===== config.mk =====
export PLATFORM = sky130hd
export DESIGN_NAME = adder_pipe_n
export DESIGN_NICKNAME = d
export VERILOG_FILES = /design/src/rtl/adder_pipe_n_pkg.sv /design/src/rtl/adder_pipe_n_seg.sv /design/src/rtl/adder_pipe_n.sv
export SDC_FILE = /design/constraint.sdc
export NUM_CORES = 1
export LEC_CHECK = 0
export CAP_MARGIN = 20
export CORE_MARGIN = 2
export CORE_UTILIZATION = 40
export CTS_BUF_LIST = sky130_fd_sc_hd__clkbuf_2
export DETAILED_ROUTE_END_ITERATION = 7
export PLACE_DENSITY = 0.62
export SKIP_LAST_GASP = 1
export SYNTH_ARGS = -nofsm -noshare
export SYNTH_HDL_FRONTEND = slang
export SYNTH_HIERARCHICAL = 1
export SYNTH_SLANG_ARGS = --single-unit

===== constraint.sdc =====
create_clock -name sys_clk -period 2.03 [get_ports sys_clk]
set_input_delay 0.3045 -clock sys_clk [delete_from_list [all_inputs] [get_ports sys_clk]]
set_output_delay 0.3045 -clock sys_clk [all_outputs]
set_load 0.02 [all_outputs]

===== src/rtl/adder_pipe_n_pkg.sv =====
// adder_pipe_n_pkg: default geometry of the multiplier's final adder and the segment-width rule
package adder_pipe_n_pkg;
  localparam int DEF_W = 32;
  localparam int DEF_BOFF = 2;
  localparam int DEF_STAGES = 4;
  function automatic int seg_width(input int w, input int stages);
    return w / stages;
  endfunction
endpackage


===== src/rtl/adder_pipe_n_seg.sv =====
// adder_seg: N-bit carry-propagate segment with carry in and carry out
module adder_seg #(
  parameter int N = 8
) (
  input  logic [N-1:0] a,
  input  logic [N-1:0] b,
  input  logic         ci,
  output logic [N-1:0] s,
  output logic         co
);
  assign {co, s} = {1'b0, a} + {1'b0, b} + (N+1)'(ci);
endmodule


===== src/rtl/adder_pipe_n.sv =====
// adder_pipe_n: final Wallace-row adder, carry chain split into STAGES registered segments with valid/ready
module adder_pipe_n
  import adder_pipe_n_pkg::*;
#(
  parameter int W = DEF_W,
  parameter int BOFF = DEF_BOFF,
  parameter int STAGES = DEF_STAGES
) (
  input  logic            sys_clk,
  input  logic            sys_rst_n,
  input  logic            in_valid,
  output logic            in_ready,
  input  logic [W-1:0]    in_a,
  input  logic [W-BOFF-1:0] in_b,
  output logic            out_valid,
  input  logic            out_ready,
  output logic [W-1:0]    out_sum,
  output logic            out_cout
);
  localparam int SEG = seg_width(W, STAGES);
  logic [W-1:0] b_shift;
  logic [STAGES-1:0] v, adv;
  assign b_shift = W'(in_b) << BOFF;
  assign in_ready = adv[0];
  for (genvar k = 0; k < STAGES; k++) begin : stg
    // R = operand bits still to be added when entering stage k
    localparam int R = W - k * SEG;
    logic [R-1:0] a_i, b_i;
    logic c_i, v_i, seg_c, v_r, c_r;
    logic [SEG-1:0] seg_s;
    logic [(k+1)*SEG-1:0] s_n, s_r;
    if (k == 0) begin : src
      assign a_i = in_a;
      assign b_i = b_shift;
      assign c_i = 1'b0;
      assign v_i = in_valid;
      assign s_n = seg_s;
    end else begin : src
      assign a_i = stg[k-1].rem.a_r;
      assign b_i = stg[k-1].rem.b_r;
      assign c_i = stg[k-1].c_r;
      assign v_i = stg[k-1].v_r;
      assign s_n = {seg_s, stg[k-1].s_r};
    end
    // a stage may move whenever any stage at or after it is empty, or the sink accepts
    assign adv[k] = out_ready | ~&v[STAGES-1:k];
    assign v[k] = v_r;
    adder_seg #(.N(SEG)) u_seg (
      .a(a_i[SEG-1:0]),
      .b(b_i[SEG-1:0]),
      .ci(c_i),
      .s(seg_s),
      .co(seg_c)
    );
    always_ff @(posedge sys_clk or negedge sys_rst_n)
      if (!sys_rst_n) begin
        v_r <= 1'b0;
        c_r <= 1'b0;
        s_r <= '0;
      end else if (adv[k]) begin
        v_r <= v_i;
        if (v_i) begin
          c_r <= seg_c;
          s_r <= s_n;
        end
      end
    if (k < STAGES - 1) begin : rem
      logic [R-SEG-1:0] a_r, b_r;
      always_ff @(posedge sys_clk or negedge sys_rst_n)
        if (!sys_rst_n) begin
          a_r <= '0;
          b_r <= '0;
        end else if (adv[k] && v_i) begin
          a_r <= a_i[R-1:SEG];
          b_r <= b_i[R-1:SEG];
        end
    end
  end
  assign out_valid = stg[STAGES-1].v_r;
  assign out_sum = stg[STAGES-1].s_r;
  assign out_cout = stg[STAGES-1].c_r;
endmodule


=== Word-level counts from Yosys, hierarchy flattened ===
Index checks and enable logic that the tools add are counted.
Widths: inputs -> output; s select.

* $add $sub $neg: 7
* Bitwise operators: 4
* Reductions and logical operators: 14

{| class="wikitable"
|+ Operators by type and width
! kind !! number
|-
| $add 8x8->9 || 4
|-
| $add 9x1->9 || 3
|-
| $reduce_and 2->1 || 5
|-
| $logic_not 1->1 || 4
|-
| $or 1x1->1 || 4
|-
| $reduce_and 4->1 || 1
|-
| $logic_and 1x1->1 || 3
|-
| $reduce_and 3->1 || 1
|}

* Bits in registers: 184
* Bits of input ports: 66
* Output and inout bits: 35
* Word-level logic and storage cells: 43

=== Depth between registers and ports, before layout ===
Gate-level depths: netlist of the first run.

* Word-level depth: 4
* Mapped depth: 7
* Mapped depth without buffers: 7

=== Modules after synthesis ===
Netlist of the first run, hierarchy kept.

{| class="wikitable"
|+ Modules (own cells, without submodules)
! module !! times used !! cells each !! area an instance (um2) !! seq. area each (um2)
|-
| adder_pipe_n || 1 || 396 || 6,951.7 || 4,604.4
|-
| adder_seg at stg[0].u_seg ... || 3 || 40 || 331.6 || 0.0
|-
| adder_seg at stg[2].u_seg || 1 || 42 || 331.6 || 0.0
|}

=== Worst setup path after synthesis of the first run ===
OpenSTA, ideal clock, no wires.

* Path type: register -> register
* From: reg stg[1].rem.a_r[0]
* To: reg stg[2].c_r
* Library setup time: 0.125 ns
* Arrival time: 1.920 ns
* Data required time: 1.905 ns
* Path slack: -0.015 ns
* Cell stages (with the launch flop): 8
* Buffers on the path: 0
* Clock period less this slack: 2.045 ns
* Path through: dfrtp_1 fa_1 fa_1 a21oi_1 nor2_1 nor2_1 o21ai_0 mux2_2

* Cells in the longest elaborated chain, start to end: 2

{| class="wikitable"
|+ Ends and longest elaborated chain
! what !! line !! RTL
|-
| start, declared || adder_pipe_n.sv:68 || <nowiki>logic [R-SEG-1:0] a_r, b_r;</nowiki>
|-
| start signal, assigned || adder_pipe_n.sv:74 || <nowiki>a_r <= a_i[R-1:SEG];</nowiki>
|-
| $add 8x8->9 || adder_pipe_n_seg.sv:11 || <nowiki>assign {co, s} = {1'b0, a} + {1'b0, b} + (N+1)'(ci);</nowiki>
|-
| $add 9x1->9 || adder_pipe_n_seg.sv:11 ||
|-
| named net stg[2].seg_c || adder_pipe_n.sv:29 || <nowiki>logic c_i, v_i, seg_c, v_r, c_r;</nowiki>
|-
| end signal, assigned || adder_pipe_n.sv:63 || <nowiki>c_r <= seg_c;</nowiki>
|-
| end, declared || adder_pipe_n.sv:29 ||
|}

The timed path passes the listed nets, and every way through them passes these cells.
A chain may end at the register's enable or synchronous reset.

=== Worst setup path after layout of the first run ===
* From: reg stg[1].rem.a_r[0]
* To: reg stg[2].s_r[20]

* Cells in the longest elaborated chain, start to end: 2

{| class="wikitable"
|+ Ends and longest elaborated chain
! what !! line !! RTL
|-
| $add 8x8->9 || adder_pipe_n_seg.sv:11 ||
|-
| $add 9x1->9 || adder_pipe_n_seg.sv:11 ||
|-
| named net stg[2].seg_s[4] || adder_pipe_n.sv:30 || <nowiki>logic [SEG-1:0] seg_s;</nowiki>
|-
| end signal, assigned || adder_pipe_n.sv:64 || <nowiki>s_r <= s_n;</nowiki>
|-
| end, declared || adder_pipe_n.sv:31 || <nowiki>logic [(k+1)*SEG-1:0] s_n, s_r;</nowiki>
|}

The timed path passes the listed nets, and every way through them passes these cells.

==> results of run 1 <==
-- layout make-up --
type	instances	area (um^2)
Tap cell	270	337.8
Sequential cell	184	4604
Fill cell	1776	10090
Clock inverter	15	137.6
Timing Repair Buffer	144	1413
Antenna cell	1	2.502
Inverter	12	45.04
Clock buffer	17	85.08
Multi-Input combinational cell	347	3588
-- power groups by stage --
stage / clock (mW) / sequential [mW] / combinational (mW)
2_1_floorplan: 0 / 5.94 / 3.19
3_3_place_gp: 0 / 5.73 / 5.12
3_5_place_dp: 0 / 5.79 / 5.27
4_1_cts: 1.83 / 5.69 / 5.11
5_1_grt: 1.98 / 5.84 / 5.65
6_report: 1.73 / 5.67 / 5.17
-- cell usage in the layout, fill, tap and decap left out, drive strengths merged, types with 4 or more instances in the layout --
cell type	netlist	layout
nand3	8	8
clkbuf	0	18
dfrtp	184	184
nand3b	4	4
clkinv	0	6
nor2b	5	5
buf	18	43
xor2	8	8
clkdlybuf4s50	0	64
a311o	8	8
dlygate4sd2	0	34
xnor2	8	8
a21o	8	8
nand2b	8	8
nor4	4	4
ha	28	28
inv	12	19
mux2	180	180
a21oi	20	20
o21ai	4	4
conb	1	4
nand2	13	13
o21bai	4	4
fa	8	8
nor3	5	5
-- worst min-delay path, delay by kind of cell --
family | cells | cell delay (ps)
buffers and inverters | 3 | 960
-- logic make-up (layout without fill, tap and decap cells) --
kind of cell             count (synthesis)  after routing  share of synthesized area
multiplexers                           181            181                     0.2597
AND/OR/NAND/NOR                         54             54                    0.03567
other                                    1              5                  0.0004530
AO/OA/AOI/OAI                           56             56                    0.04943
buffers and inverters                   30            188                    0.01995
adder cells (fa/ha/maj)                 36             36                    0.06167
flip-flops                             184            184                     0.5562
XOR/XNOR                                16             16                    0.01693
-- registers in the layout, summed over array words and instances, names as in the netlist --
name / count
out_cout: 1
out_sum: 32
out_valid: 1
stg.c_r: 3
stg.rem.a_r: 48
stg.rem.b_r: 48
stg.s_r: 48
stg.v_r: 3
-- stage by stage --
step	power [mW]	setup TNS (ps)
2_1_floorplan	9.131	0
3_3_place_gp	10.86	-627.6
3_5_place_dp	11.06	-1642
4_1_cts	12.63	-315.0
5_1_grt	13.47	-319.3
6_report	12.58	0
-- worst max-delay path by stage --
stage,from,end,slack (ps),depth (start not counted)
3_5_place_dp,stg[0].rem.a_r[0]$_DFFE_PN0P_,stg[1].c_r$_DFFE_PN0P_,-130,6
3_3_place_gp,stg[0].rem.a_r[0]$_DFFE_PN0P_,stg[1].c_r$_DFFE_PN0P_,-110,6
6_report,stg[1].rem.a_r[0]$_DFFE_PN0P_,stg[2].s_r[20]$_DFFE_PN0P_,9,6
2_1_floorplan,stg[0].rem.a_r[0]$_DFFE_PN0P_,stg[1].c_r$_DFFE_PN0P_,30,6
5_1_grt,stg[2].v_r$_DFFE_PN0P_,in_ready,-80,3
4_1_cts,stg[1].v_r$_DFFE_PN0P_,in_ready,-210,3
-- timing repair --
action | in CTS | in global routing
gates resized for setup | 41 | 12
hold endpoints to repair | 184 | 0
pin swaps | 2 | 4
setup buffers | 2 | 6
hold buffers | 3 | 0
endpoints found under the setup margin | 44 | 10
-- per-layer routing --
metal / track usage / part of all wire / up-vias
met5: 0 / 0 / -
met1: 0.1991 / 0.46 / 2488
met3: 0.03858 / 0.037 / 8
met4: 0.03857 / 0.011 / 0
met2: 0.2540 / 0.49 / 71
li1: - / - / 2312
==> results.md, run 1 <==
- The pre-antenna-repair detailed-routing pass consisted of 4 iterations.
- The critical register-to-register path startpoint is stg[1].rem.a_r[0]$_DFFE_PN0P_.
- The worst register-to-register path has a setup slack of about 8.7 ps.
- The count of nets left with antenna violations once routing finished came out at 0.
- The largest area contributor in the synthesized netlist is sky130_fd_sc_hd__dfrtp_1.
- Summed over all layers, the global routing overflow is 0.
- The worst path meets setup with 8.676 ps of slack.
- Relative to the synthesized area, the layout overhead comes to 23.38%.
- The ratio of final minimum period to clock period is 0.9957.
- The worst min-delay path category is in2async.
- The number of different library cells used by synthesis comes to 37.
- Measured along the y axis, the die boundary spans 147.9 um.
- The first global-routing pass estimated between 20 and 30 mm of wire.
- The final route contains just under 5000 vias.
- The deepest level of the CTS H-tree is 4.
- The post-synthesis cell area is roughly 8300 um^2.
- In this run the power density over the cells is around 1200 nW/um^2.
- The slowest stage of the critical path is the sky130_fd_sc_hd__dfrtp_1 cell.
- Max-cap violations in this run came to 0.
- The logic gate share of total power is 0.411.
- For this run, the number of Yosys warnings is 6.
- The wire-length estimate of the detail-placed layout is ~11 mm.
- The total CTS buffers is 17.
- The die covers ~22000 um^2.
- In the final routed layout, each cell accounts on average for around 16 um.
- For the worst setup path, the data required time is ~2700 ps.
- Hold is met by about 140 ps.
- The number of instances in the synthesized netlist is 558.
- The number of design rule violations left after detail routing is 0.
- The TritonCTS clock tree is yes.
- Cell internal power was estimated by the tool at a little over 8 mW.
- The clock latency reported for the late side of the worst-skew pair is around 730 ps.
- The first-iteration detailed-routing DRC count is 115.
- The total setup violations reported at the end of the flow is 0.
- The final net count is around 810.
- The worst-case IR drop observed on VDD is around 560 uV.
- For this run, the register share of the synthesized area comes to 0.5562.
- The share of total power dissipated in the clock network is 0.138.
- The largest single stage delay on the critical path is about 470 ps.
- In this run the static leakage power is 4.456 nW.
- The standard cell core area is about 20000 um^2.
- The arrival time at the worst endpoint is ~2700 ps.
- Yosys mapped a number of flops with a built-in enable equal to 0.
- The critical path class is reg2reg.
- The run finished with clean final reports.
- The cell sitting at the root of the clock tree is a sky130_fd_sc_hd__clkbuf_2.
- Among the stages of the critical path, the cell type that occurs most often is sky130_fd_sc_hd__fa_2.
- Before CTS, the worst setup slack after placement is -132.9 ps.
- Subtracting the final worst setup slack from the clock period gives roughly 2000 ps.
- For this configuration, the core starts out at a cell density of 0.4078.
- The startpoint kind of the worst setup timing path is a flop.
- The clock sink count is about 180.
- The initial antenna violation count is 1.
- At the end of routability-driven placement, the weighted congestion stood at approximately 0.86.
- The element type at the critical path end is a flop.
- Measured on the finished design, the core utilization comes to 0.5031.
- Setup repair after global routing could not meet its margin everywhere.
- Entering global routing, the biggest net connects 48 pins.
- By instance count, the leading cell after synthesis is sky130_fd_sc_hd__dfrtp_1.
- By area the synthesized netlist is led by sky130_fd_sc_hd__dfrtp_1 (56%), sky130_fd_sc_hd__mux2_2 (20%), sky130_fd_sc_hd__mux2_4 (5.4%).
- In this run the critical register-to-register path is captured at stg[2].s_r[20]$_DFFE_PN0P_.
- The number of max-slew violations in the final report is 0.
- The worst-path maximum fanout is 2.
- Of the total power, the share spent switching nets is 0.3542.
- Summed over all nets, the switching power comes to ~4.5 mW.
- Summing all placed instances gives a cell area of ~10000 um^2.
- Clock-pin slew was measured on the worst setup and hold paths at roughly 270 ps.
- The proportion of power drawn by flip-flops and latches is 0.451.
- The count of placed standard cells in the final layout, fillers left out is 990.
- The fraction of final layout cells with drive strength greater than 1 is 0.3964.
- The count of buffers added on input and output ports is 100.
- The via count of the first global-routing pass is 5147.
- The total of flip-flops plus latches after synthesis is 184.
- The die is roughly 150 um wide.
- The critical path goes through fa_2 -> fa_2 -> a21oi_4 -> o21bai_1 -> xor2_1 -> mux2_2.
- The final number of hold-violating endpoints came to 0.
- The setup skew after layout is between 30 and 40 ps.
- The synthesized area per cell is ~15 um^2.
- For this run, the top clock speed supported by timing is about 0.49 GHz.
- Using the TritonRoute via totals, the vias-per-cell ratio works out to 4.928.
- The commonest register cell after synthesis is sky130_fd_sc_hd__dfrtp_1.
- The initialized floorplan defines 52 standard-cell rows.
- After routing the design area is a little over 10000 um^2.
- Counting cells, the worst reg-to-reg path comes to 6.
- The cell family contributing the most delay on the critical path is adder cells.
- The top-area cell type share of the netlist area is 0.5562.
- The maximum buffer depth of the clock tree is 2.
- Counting instances in the post-synthesis netlist gives the leading cell types as sky130_fd_sc_hd__dfrtp_1 (184), sky130_fd_sc_hd__mux2_2 (150), sky130_fd_sc_hd__mux2_4 (30).
- The total wire length is roughly 16 mm.
- For this run, the total global-route usage over all layers was measured as 0.1520.
- The cell total after placement is 945.
- For this design the top-level I/O count stands at between 100 and 150.
- Of all flip-flops after synthesis, the portion carrying an async set or reset was 1.000.
- The count of buffer and inverter cells on the critical path is 0.
Note: power is estimated with default switching activity, not from simulation.
==> run 2: changes to the inputs <==
- PLACE_DENSITY: 0.62 -> 0.71
==> results.md, run 2 (synthesized netlist as in run 1, its figures left out) <==
- The reg-to-reg setup timing slack is 4 ps (about the same).
- The arrival time at the worst endpoint came to 2700 ps (+30 ps).
- The first-iteration detailed-routing DRC count is 215 (+87%).
- The worst setup path is captured at a flop.
- The static leakage is 4.436 nW (-0.47%).
- The tree is rooted in a sky130_fd_sc_hd__clkbuf_2.
- The remaining global-route overflow came to 0 (unchanged).
- The count of buffer and inverter cells on the critical path is 0 (unchanged).
- The largest registers in the layout are stg.rem.a_r (48), stg.rem.b_r (48), stg.s_r (48).
- Leaving out fill and tap cells, the most frequent cell in the layout is sky130_fd_sc_hd__dfrtp_1.
- The vertical die dimension is 147.9 um (unchanged).
- The initial cell density of the core is 0.4078 (unchanged).
- Broken down by cell family, the worst path's largest delay share belongs to adder cells.
- The total wire length is 15.95 mm (-1.1%).
- The worst endpoint required time came to 2700 ps (+20 ps).
- Setup repair after global routing could not meet its margin everywhere.
- Compared with the post-synthesis result, the final layout area differs by 23.07%.
- The filler cell count in the final layout is 1784 (+0.45%).
- The clock latency reported for the late side of the worst-skew pair is 750 ps (+20 ps).
- The number of max-slew violations in the final report is 0 (unchanged).
- The maximum buffer depth of the clock tree is 2 (unchanged).
- The global-route total usage across every layer is 0.1542 (+0.002182).
- The deepest level of the CTS H-tree came to 4 (unchanged).
- The count of placed standard cells in the final layout, fillers left out is 980 (-1.0%).
- The final net count came to 798 (-1.2%).
- The maximum clock frequency came to 0.4935 GHz (-0.25%).
- The minimum hold slack came to 108.1 ps (-31.52 ps).
- The detailed-routing iteration count for the pre-antenna-repair pass came to 4 (unchanged).
- The critical register-to-register path startpoint is stg[2].c_r$_DFFE_PN0P_.
- The ratio of final minimum period to clock period is 0.9983 (+0.002533).
- The post-DP HPWL came to 11.46 mm (+2.9%).
- The clock-pin slew on the worst setup and hold paths is 260 ps (about the same).
- The clock sink count is 184 (unchanged).
- The initial antenna violation count is 1 (unchanged).
- The final worst setup slack was 3.533 ps (-5.143 ps).
- The post-detailed-route wirelength per cell came to 16.28 um (about the same).
- The wire length of the first global-routing pass is 26.66 mm (+1.5%).
- The final number of hold-violating endpoints is 0 (unchanged).
- The horizontal die dimension is 147.9 um (unchanged).
- The cell count of the worst reg-to-reg path is 6 (unchanged).
- The critical path starts at stg[2].c_r$_DFFE_PN0P_.
- For this design, the slowest cell found on the critical path is sky130_fd_sc_hd__dfrtp_1.
- The most frequent cell on the critical path is sky130_fd_sc_hd__fa_2.
- The core utilization of the finished layout came to 0.5018 (-0.001294).
- The total power per unit cell area is 1253 nW/um^2 (+1.7%).
- The cell total after placement came to 936 (-0.95%).
- The total placed instance area is 9828 um^2 (-0.46%).
- The maximum number of pins on one net before global-route repair is 56 (+17%).
- The total setup violations reported at the end of the flow came to 0 (unchanged).
- The number of max-cap violations is 0 (unchanged).
- The endpoint of the worst-slack reg-to-reg timing path is out_sum[28]$_DFFE_PN0P_.
- The top cell types in the final layout, fill and taps aside, are sky130_fd_sc_hd__dfrtp_1 (183), sky130_fd_sc_hd__mux2_2 (149), sky130_fd_sc_hd__clkdlybuf4s50_1 (64).
- The run finished with clean final reports.
- The pre-CTS setup slack is -137.5 ps (-4.561 ps).
- The average vias per placed instance is 5.055 (+2.6%).
- The final sum of negative setup slack was 0 ps (unchanged).
- The path length in cells of the critical path is 6 (unchanged).
- The number of top-level design ports is 101 (unchanged).
- The minimum clock period is 2026 ps (+5.143 ps).
- The routed via count is 4954 (+1.5%).
- The via count of the first global-routing pass came to 5333 (+3.6%).
- The maximum vdd drop is 590.1 uV (+6.0%).
- The die area is 21860 um^2 (unchanged).
- The setup skew after layout was 26.50 ps (-9.086 ps).
- The total chip power is 12.76 mW (+1.5%).
- The post-route antenna net violation count is 0 (unchanged).
- The delay of the slowest cell on the worst path was 460 ps (about the same).
- The number of design rule violations left after detail routing was 0 (unchanged).
- The routability-driven placement congestion ratio is 0.7703 (-11%).
- The end point of the critical path is out_sum[28]$_DFFE_PN0P_.
- The summed area of non-filler cells in the final layout came to 10190 um^2 (-0.26%).
- The fraction of final layout cells with drive strength greater than 1 is 0.3907 (-0.005693).
- The signal on the critical path passes through fa_2 -> fa_2 -> a21oi_2 -> o21bai_1 -> xor2_1 -> mux2_4.
- The TritonCTS clock tree is yes.
- The floorplan row count came to 52 (unchanged).
- The standard cell core area came to 20300 um^2 (unchanged).
- The quantity of I/O buffers inserted on ports is 100 (unchanged).
- The worst hold path belongs to the class in2async.
- The critical path class is reg2reg.
- STA classifies the critical path startpoint as a flop.
- The worst-path maximum fanout came to 2 (unchanged).
- The total CTS buffers came to 17 (unchanged).
run 2: cell count changes in the layout (fill, tap and decap cells not counted), sizes merged:
| cell | before | now |
|---|---|---|
| bufinv | 0 | 2 |
| clkinv | 6 | 2 |
| clkinvlp | 2 | 3 |
| dlygate4sd3 | 2 | 1 |
| clkbuf | 18 | 17 |
| dlygate4sd2 | 34 | 33 |
| inv | 19 | 20 |
| buf | 43 | 36 |
run 2: worst min-delay path by stage:
stage                     startpoint                              to  slack, ps  depth (start not counted)
after floorplan            sys_rst_n            out_cout$_DFFE_PN0P_          9                          0
after global placement     sys_rst_n         out_sum[20]$_DFFE_PN0P_        240                          1
after detailed placement   sys_rst_n         out_sum[20]$_DFFE_PN0P_        240                          1
after CTS                   in_valid          stg[0].v_r$_DFFE_PN0P_          5                          2
after global routing       sys_rst_n  stg[0].rem.a_r[13]$_DFFE_PN0P_         20                          3
final                      sys_rst_n  stg[0].rem.a_r[15]$_DFFE_PN0P_        110                          3
run 2: timing repair:
item | 4_1_cts | 5_1_grt
buffers inserted | 4 | 5
hold endpoints to repair | 184 | 0
hold buffers | 2 | 0
pin swaps | 1 | 9
resized for setup | 49 | 12
endpoints found under the setup margin | 44 | 12
run 2: power by group:
part           total [mW]  internal (mW)  switching, mW
Clock                1.91          0.600           1.31
Combinational        5.17           2.80           2.36
Sequential           5.68           4.94          0.746
Total                12.8           8.34           4.42
run 2: cell type report:
type	instances	area (um^2)	area share
Clock inverter	15	166.4	0.01634
Multi-Input combinational cell	347	3592	0.3526
Antenna cell	1	2.502	0.0002456
Clock buffer	17	85.08	0.008352
Timing Repair Buffer	134	1353	0.1328
Inverter	12	45.04	0.004422
Tap cell	270	337.8	0.03316
Sequential cell	184	4606	0.4521
run 2: worst min-delay path, delay by kind of cell:
kind	cells	cell delay (ps)
buffers and inverters	3	950
run 2: metal layers:
| metal | global-route usage | wire, um |
|---|---|---|
| met5 | 0 | 0 |
| met1 | 0.1931 | 7131 |
| met3 | 0.03179 | 468 |
| met4 | 0.04905 | 230 |
| met2 | 0.2686 | 8122 |
